==> config.mk <==
export PLATFORM = sky130hd
export DESIGN_NAME = matrix_scan_out
export DESIGN_NICKNAME = d
export VERILOG_FILES = /design/src/rtl/matrix_pkg.sv /design/src/rtl/matrix_row_shifter.sv /design/src/rtl/matrix_scan_out.sv
export SDC_FILE = /design/constraint.sdc
export NUM_CORES = 2
export LEC_CHECK = 0
export CAP_MARGIN = 15
export CORE_AREA = 2 2 570 572
export DETAILED_ROUTE_END_ITERATION = 10
export DIE_AREA = 0 0 572 574
export GPL_TIMING_DRIVEN = 0
export HOLD_SLACK_MARGIN = 0.15
export PLACE_DENSITY = 0.5
export SYNTH_ARGS = -nofsm -noshare
export SYNTH_HDL_FRONTEND = slang
export SYNTH_SLANG_ARGS = --single-unit
==> constraint.sdc <==
create_clock -name clk -period 5.7 [get_ports clk]
set_input_delay 0.57 -clock clk [delete_from_list [all_inputs] [get_ports clk]]
set_output_delay 0.57 -clock clk [all_outputs]
set_load 0.03 [all_outputs]
==> src/rtl/matrix_pkg.sv <==
// Shared definitions for the note-bitmap display path.
// Holds the scan FSM state encoding, the bitmap geometry constants and the
// R/G/B bit positions inside a 3-bit pixel, which the renderer uses as well.
// No ports.
package matrix_pkg;

    localparam int PIXEL_BITS = 3;
    localparam int BITMAP_W   = 210;   // 70 px x 3-bit RGB
    localparam int R_BIT      = 2;
    localparam int G_BIT      = 1;
    localparam int B_BIT      = 0;
    localparam int ADDR_W     = 4;

    typedef enum logic [2:0] {
        ST_IDLE,
        ST_SHIFT_LO,
        ST_SHIFT_HI,
        ST_BLANK,
        ST_LATCH,
        ST_DISPLAY
    } scan_state_t;

    // Bits needed to index n items, never less than one.
    function automatic int index_width(input int n);
        return (n <= 1) ? 1 : $clog2(n);
    endfunction

endpackage

==> src/rtl/matrix_row_shifter.sv <==
// Row word shifter for the panel scan.
// Holds one 3*COLS-bit row; the highest pixel sits at the top of the word and
// is what the panel data pins show. Each column step shifts the word left by
// one pixel, so pixels leave highest column first and column 0 leaves last.
// Ports:
//   clk, rst_n  - clock, asynchronous active-low reset (clears the word)
//   load        - capture row_word (start of a row)
//   shift       - move the next lower pixel to the top
//   row_word    - row contents, pixel c at bits [3c+2:3c]
//   pixel       - current top pixel {R,G,B}, straight from the register
module matrix_row_shifter
    import matrix_pkg::*;
#(
    parameter int COLS = 64
) (
    input  logic                       clk,
    input  logic                       rst_n,
    input  logic                       load,
    input  logic                       shift,
    input  logic [PIXEL_BITS*COLS-1:0] row_word,
    output logic [PIXEL_BITS-1:0]      pixel
);

    localparam int WORD_W = PIXEL_BITS * COLS;

    logic [WORD_W-1:0] word_reg;

    always_ff @(posedge clk or negedge rst_n) begin
        if (!rst_n) begin
            word_reg <= '0;
        end else if (load) begin
            word_reg <= row_word;
        end else if (shift) begin
            word_reg <= word_reg << PIXEL_BITS;
        end
    end

    assign pixel = word_reg[WORD_W-1 -: PIXEL_BITS];

endmodule

==> src/rtl/matrix_scan_out.sv <==
// HUB75-style scan-out of the seven note-renderer row bitmaps.
// Each frame snapshots every row, then per row shifts COLS pixels out
// (highest column first), blanks, latches with the row address and lights
// the row for DISPLAY_CYCLES clocks. All outputs come from flops.
// Ports:
//   clk, rst_n          - clock, asynchronous active-low reset
//   enable              - start/continue frames (looked at in IDLE and frame end)
//   bitmap0..bitmap6    - row bitmaps, pixel c = bits [3c+2:3c] = {R,G,B}
//   panel_r/g/b         - serial pixel data
//   panel_clk           - panel shift clock
//   panel_lat           - latch strobe, active high
//   panel_oe_n          - output enable, active low
//   panel_addr          - row address (ROW_BASE + row, 4-bit wrap)
//   busy                - high from snapshot until the frame finishes
//   frame_done          - one-cycle pulse after the last row's display time
// ROWS must not exceed the seven bitmap ports; COLS must not exceed 70.
module matrix_scan_out
    import matrix_pkg::*;
#(
    parameter int COLS           = 64,
    parameter int ROWS           = 7,
    parameter int DISPLAY_CYCLES = 256,
    parameter int ROW_BASE       = 0
) (
    input  logic                clk,
    input  logic                rst_n,
    input  logic                enable,
    input  logic [BITMAP_W-1:0] bitmap0,
    input  logic [BITMAP_W-1:0] bitmap1,
    input  logic [BITMAP_W-1:0] bitmap2,
    input  logic [BITMAP_W-1:0] bitmap3,
    input  logic [BITMAP_W-1:0] bitmap4,
    input  logic [BITMAP_W-1:0] bitmap5,
    input  logic [BITMAP_W-1:0] bitmap6,
    output logic                panel_r,
    output logic                panel_g,
    output logic                panel_b,
    output logic                panel_clk,
    output logic                panel_lat,
    output logic                panel_oe_n,
    output logic [ADDR_W-1:0]   panel_addr,
    output logic                busy,
    output logic                frame_done
);

    localparam int WORD_W = PIXEL_BITS * COLS;
    localparam int COL_W  = index_width(COLS);
    localparam int ROW_W  = index_width(ROWS);
    localparam int DISP_W = $clog2(DISPLAY_CYCLES + 1);

    localparam logic [COL_W-1:0]  COL_LAST  = COL_W'(COLS - 1);
    localparam logic [ROW_W-1:0]  ROW_LAST  = ROW_W'(ROWS - 1);
    localparam logic [DISP_W-1:0] DISP_LOAD = DISP_W'(DISPLAY_CYCLES);
    localparam logic [DISP_W-1:0] DISP_ONE  = DISP_W'(1);
    localparam logic [ADDR_W-1:0] ADDR_BASE = ADDR_W'(ROW_BASE);

    // Visible part of each bitmap port
    logic [WORD_W-1:0] bitmap_word [7];

    assign bitmap_word[0] = bitmap0[WORD_W-1:0];
    assign bitmap_word[1] = bitmap1[WORD_W-1:0];
    assign bitmap_word[2] = bitmap2[WORD_W-1:0];
    assign bitmap_word[3] = bitmap3[WORD_W-1:0];
    assign bitmap_word[4] = bitmap4[WORD_W-1:0];
    assign bitmap_word[5] = bitmap5[WORD_W-1:0];
    assign bitmap_word[6] = bitmap6[WORD_W-1:0];

    // Columns beyond COLS are never shown
    if (WORD_W < BITMAP_W) begin : g_unused
        logic unused_bits;
        assign unused_bits = ^{bitmap0[BITMAP_W-1:WORD_W], bitmap1[BITMAP_W-1:WORD_W],
                               bitmap2[BITMAP_W-1:WORD_W], bitmap3[BITMAP_W-1:WORD_W],
                               bitmap4[BITMAP_W-1:WORD_W], bitmap5[BITMAP_W-1:WORD_W],
                               bitmap6[BITMAP_W-1:WORD_W]};
    end

    scan_state_t       state_reg, state_next;
    logic [ROW_W-1:0]  row_reg, row_next;
    logic [COL_W-1:0]  col_reg, col_next;
    logic [DISP_W-1:0] disp_cnt_reg, disp_cnt_next;

    logic              busy_next;
    logic              frame_done_next;
    logic              panel_clk_next;
    logic              panel_lat_next;
    logic              panel_oe_n_next;
    logic [ADDR_W-1:0] panel_addr_next;

    logic              start_frame;
    logic              snap_load;
    logic              row_load;
    logic              row_shift;
    logic              row_from_input;
    logic [WORD_W-1:0] row_word;
    logic [PIXEL_BITS-1:0] pixel;

    // Frame snapshot: the inputs are only looked at on the snapshot edge, so
    // the renderer may update freely while a frame is being scanned.
    logic [WORD_W-1:0] snap_rows [ROWS];

    for (genvar gi = 0; gi < ROWS; gi++) begin : g_snap
        logic [WORD_W-1:0] word_reg;

        always_ff @(posedge clk or negedge rst_n) begin
            if (!rst_n) begin
                word_reg <= '0;
            end else if (snap_load) begin
                word_reg <= bitmap_word[gi];
            end
        end

        assign snap_rows[gi] = word_reg;
    end

    // Row 0 of a new frame is loaded on the same edge as the snapshot, so it
    // has to come straight from the input port rather than the snapshot.
    assign row_word = row_from_input ? bitmap_word[0] : snap_rows[row_next];

    matrix_row_shifter #(
        .COLS (COLS)
    ) u_row_shifter (
        .clk      (clk),
        .rst_n    (rst_n),
        .load     (row_load),
        .shift    (row_shift),
        .row_word (row_word),
        .pixel    (pixel)
    );

    assign panel_r = pixel[R_BIT];
    assign panel_g = pixel[G_BIT];
    assign panel_b = pixel[B_BIT];

    always_ff @(posedge clk or negedge rst_n) begin
        if (!rst_n) begin
            state_reg    <= ST_IDLE;
            row_reg      <= '0;
            col_reg      <= '0;
            disp_cnt_reg <= '0;
            panel_clk    <= 1'b0;
            panel_lat    <= 1'b0;
            panel_oe_n   <= 1'b1;
            panel_addr   <= ADDR_BASE;
            busy         <= 1'b0;
            frame_done   <= 1'b0;
        end else begin
            state_reg    <= state_next;
            row_reg      <= row_next;
            col_reg      <= col_next;
            disp_cnt_reg <= disp_cnt_next;
            panel_clk    <= panel_clk_next;
            panel_lat    <= panel_lat_next;
            panel_oe_n   <= panel_oe_n_next;
            panel_addr   <= panel_addr_next;
            busy         <= busy_next;
            frame_done   <= frame_done_next;
        end
    end

    always_comb begin
        state_next      = state_reg;
        row_next        = row_reg;
        col_next        = col_reg;
        disp_cnt_next   = disp_cnt_reg;
        busy_next       = busy;
        frame_done_next = 1'b0;
        start_frame     = 1'b0;
        snap_load       = 1'b0;
        row_load        = 1'b0;
        row_shift       = 1'b0;
        row_from_input  = 1'b0;

        case (state_reg)
            ST_IDLE: begin
                if (enable) begin
                    start_frame = 1'b1;
                end
            end
            ST_SHIFT_LO: begin
                state_next = ST_SHIFT_HI;
            end
            ST_SHIFT_HI: begin
                if (col_reg == '0) begin
                    state_next = ST_BLANK;
                end else begin
                    col_next   = col_reg - 1'b1;
                    row_shift  = 1'b1;
                    state_next = ST_SHIFT_LO;
                end
            end
            ST_BLANK: begin
                state_next = ST_LATCH;
            end
            ST_LATCH: begin
                disp_cnt_next = DISP_LOAD;
                state_next    = ST_DISPLAY;
            end
            ST_DISPLAY: begin
                if (disp_cnt_reg > DISP_ONE) begin
                    disp_cnt_next = disp_cnt_reg - 1'b1;
                end else if (row_reg != ROW_LAST) begin
                    row_next   = row_reg + 1'b1;
                    col_next   = COL_LAST;
                    row_load   = 1'b1;
                    state_next = ST_SHIFT_LO;
                end else begin
                    frame_done_next = 1'b1;
                    if (enable) begin
                        start_frame = 1'b1;
                    end else begin
                        busy_next  = 1'b0;
                        state_next = ST_IDLE;
                    end
                end
            end
            default: begin
                state_next = ST_IDLE;
            end
        endcase

        // Same entry into a frame from IDLE and from back-to-back frame end
        if (start_frame) begin
            snap_load      = 1'b1;
            row_from_input = 1'b1;
            row_load       = 1'b1;
            row_next       = '0;
            col_next       = COL_LAST;
            busy_next      = 1'b1;
            state_next     = ST_SHIFT_LO;
        end

        // Panel controls are registered versions of the state being entered
        panel_clk_next  = (state_next == ST_SHIFT_HI);
        panel_lat_next  = (state_next == ST_LATCH);
        panel_oe_n_next = (state_next != ST_DISPLAY);
        panel_addr_next = (state_next == ST_LATCH) ? ADDR_BASE + ADDR_W'(row_reg) : panel_addr;
    end

endmodule

==> results.ini <==
[synth]
synth.cell_area_um2=74150
ys_ff_latch=1565
syn_nets=10540
synth_edf_count=0
synthArstFlopShare_pct=100.0
ys.warnings.count=0
synth-main-ff-cell=dfrtp_1
netlist_instances=9057
synth.distinct_cells=71
avgSynthCellArea_um2=8.188
ys_seq_area_share_pct=52.81

[setup_path]
crit_family=buffers and inverters
cp_num_buf_inv=8
max_stage_delay_ns=0.81
arrival_ns=6.36
crit_type=flop to flop
start_kind=flop
crit_slowest_cell=nor4_4
cp.required_ns=6.48
cp-end-kind=flop
crit_chain=buf_2 -> inv_1 -> ha_1 -> and2_1 -> clkbuf_1 -> nor4_4 -> nor2_4 -> buf_12 -> buf_4 -> buf_4 -> nor2_1 -> clkbuf_1 -> buf_8 -> a222oi_1 -> o21ai_1
worst-path-max-fanout=10

[final_layout]
drive_gt1_share_pct=8.650
num-fill-cells=34840
largest_reg_flops=1344
final_common_cell=nand2_1
area_delta_synth_final_pct=37.19
layout.nets=12180
final_cell_mix=4474 x nand2_1, 1564 x dfrtp_1, 1356 x clkdlybuf4s50_1

[placement]
place.gp.congestion=0.9257
hpwl_mm=377.1
pre_cts_ws_ns=-0.5378
io_buffers=1357

[timing]
period_needed_ns=5.575
post-route-period-util_pct=97.81
fin_ws_ns=0.1250
finalSetupViolations=0
skew_ns=0.05499
slew-limit-headroom_pct=9.954
finalHoldViolCount=0
grt_setup_unrepaired=false
fmax_mhz=179.4
worst_pin_slew_ns=1.351
setup_tns_ns=0
finalMaxSlewViolations=0

[power]
p_switching_w=0.02285
internal-power_w=0.03105
power_frac_clock_pct=24.0
power.density_nw_per_um2=529.9
vdd_drop_max_mv=0.2505
switching_share_pct=42.40
seqPwrFrac_pct=37.5
p_comb_share_pct=38.5
p_leak_nw=47.73

[clocking]
clock_path_buffers=4
h-tree-depth=4
post_cts_buffers=0
clk_pin_slew_worst_paths_ns=0.07
clock_latency_ns=0.90
cts_tree=yes
cts_root_buffer=clkbuf_16
numCtsBuffers=192
cts_sinks=1565

[status]
outcome=finished, final reports clean

[drt]
via_per_inst=4.936
routedWlPerCell_um=31.40
wirelength_mm=480.4
drtAntennaViolNets=0
drt_iter0_markers=8067
vias=75520
drt_first_pass_iters=7
drc=0

[grt]
grt_max_degree=163
overflow=0
antenna_found_initial=227
grt_pass1_wl_mm=636.0
first_global_vias=73360
grtUsageTotal_pct=28.39

[die]
die_w_um=572
die_h_um=574
num_io_pins=1485
rows=209
start_util_pct=22.98
core_area_um2=322700
fp.dieArea_um2=328300

[flow_run]
drv_cap=0

[worst_hold_path]
min_path_type=input port to flop

## power groups by stage
stage | combinational, W | sequential, W | clock [W]
4_1_cts | 0.0208 | 0.0201 | 0.0131
2_1_floorplan | 0.0118 | 0.0187 | 0
3_5_place_dp | 0.0207 | 0.0202 | 0
5_1_grt | 0.0229 | 0.0207 | 0.0135
3_3_place_gp | 0.0199 | 0.0205 | 0
6_report | 0.0208 | 0.0202 | 0.0129
## worst paths after layout
path / depth (start not counted) / to / slack [ns] / startpoint
max: 15 / u_row_shifter.word_reg[174] / 0.12 / row_reg[0]
min: 3 / g_snap[4].word_reg[28] / 0.22 / bitmap4[28]
max reg2reg: 15 / u_row_shifter.word_reg[174] / 0.12 / row_reg[0]
min reg2reg: 2 / g_snap[4].word_reg[99] / 0.46 / g_snap[4].word_reg[99]
max in group asynchronous: 7 / u_row_shifter.word_reg[119] / 1.44 / rst_n
min in group asynchronous: 2 / panel_lat / 0.27 / rst_n
## what timing repair did
action                                  in CTS  in global routing
endpoints found under the setup margin      29                  9
hold endpoints to repair                   151                  0
hold buffers                                20                  0
resized for setup                            3                  1
## Yosys cell counts (3+ instances only)
| library cell | number | area (um^2) |
|---|---|---|
| nand2_1 | 4474 | 16790 |
| dfrtp_1 | 1564 | 39140 |
| a222oi_1 | 31 | 310.3 |
| o21bai_1 | 7 | 52.55 |
| clkbuf_1 | 432 | 1622 |
| a211oi_1 | 41 | 307.8 |
| buf_6 | 11 | 123.9 |
| o21ai_1 | 31 | 155.2 |
| and3_1 | 17 | 106.4 |
| nor3_1 | 9 | 45.04 |
| nand2b_1 | 4 | 25.02 |
| a21oi_1 | 596 | 2983 |
| buf_4 | 9 | 67.56 |
| inv_1 | 9 | 33.78 |
| o221ai_1 | 50 | 437.9 |
| o31ai_1 | 129 | 968.4 |
| o2111a_1 | 25 | 281.5 |
| nor2_1 | 32 | 120.1 |
| mux2i_1 | 59 | 590.6 |
| a31o_2 | 6 | 52.55 |
| nor4_1 | 3 | 18.77 |
| a221oi_1 | 113 | 989.7 |
| a21o_1 | 3 | 22.52 |
| ha_1 | 5 | 62.56 |
| or4_1 | 3 | 22.52 |
| nand3_1 | 553 | 2768 |
| xnor2_1 | 4 | 35.03 |
| buf_1 | 22 | 82.58 |
| a31oi_1 | 4 | 25.02 |
| or3_1 | 3 | 18.77 |
| nor2b_1 | 3 | 18.77 |
| and2_1 | 3 | 18.77 |
| mux2_2 | 191 | 2151 |
| o22ai_1 | 31 | 193.9 |
| buf_2 | 223 | 1116 |
| a221oi_2 | 40 | 600.6 |
| o21ai_0 | 274 | 1371 |
## worst reg2reg max path, delay by kind of cell, from the launching register on
family          cells  cell delay (ns)
buf+inv             8             2.46
flops               1             0.34
fa+ha+maj           1             0.32
simple gates        4             2.01
compound gates      2             0.36
## cells by family after synthesis
kind of cell	after synthesis	synth area share, %
muxes	250	3.697
AOI/OAI and AO/OA	1398	12.04
xor gates and xnor gates	6	0.07087
adders and majority gates	5	0.08436
DFF	1565	52.81
other	1	0.005057
and+or+nand+nor	5123	27.16
buffers and inverters	709	4.127
## metrics by stage
stage                     utilization [%]  power (W)  cells  hold WS [ns]  cell area (um^2)
after floorplan                         -    0.03049   9057        0.2744             74150
after global placement              28.87    0.04043  14740        0.4427             93150
final                               31.53    0.05390  15300        0.2205            101700
after detailed placement            29.35    0.04090  14810        0.4483             94730
after global routing                31.47    0.05706  15240        0.2122            101600
after CTS                           31.42    0.05396  15180        0.1504            101400
## layer usage
metal,global-route usage (%),vias up,share of wire [%]
li1,-,33410,-
met1,37.04,37420,42
met2,44.59,3803,45
met3,6.757,793,8.4
met4,12.31,94,4.2
met5,0,-,0.13
## layout make-up
| type | count | area, um^2 | area share, % |
|---|---|---|---|
| Timing Repair Buffer | 1452 | 15330 | 15.07 |
| Clock buffer | 285 | 5752 | 5.654 |
| Inverter | 11 | 41.29 | 0.04059 |
| Buffer | 698 | 3093 | 3.040 |
| Antenna cell | 120 | 300.3 | 0.2952 |
| Clock inverter | 61 | 691.9 | 0.6801 |
| Multi-Input combinational cell | 6783 | 31940 | 31.40 |
| Tap cell | 4325 | 5411 | 5.319 |
| Sequential cell | 1565 | 39160 | 38.50 |
Note: power is estimated with default switching activity, not from simulation.
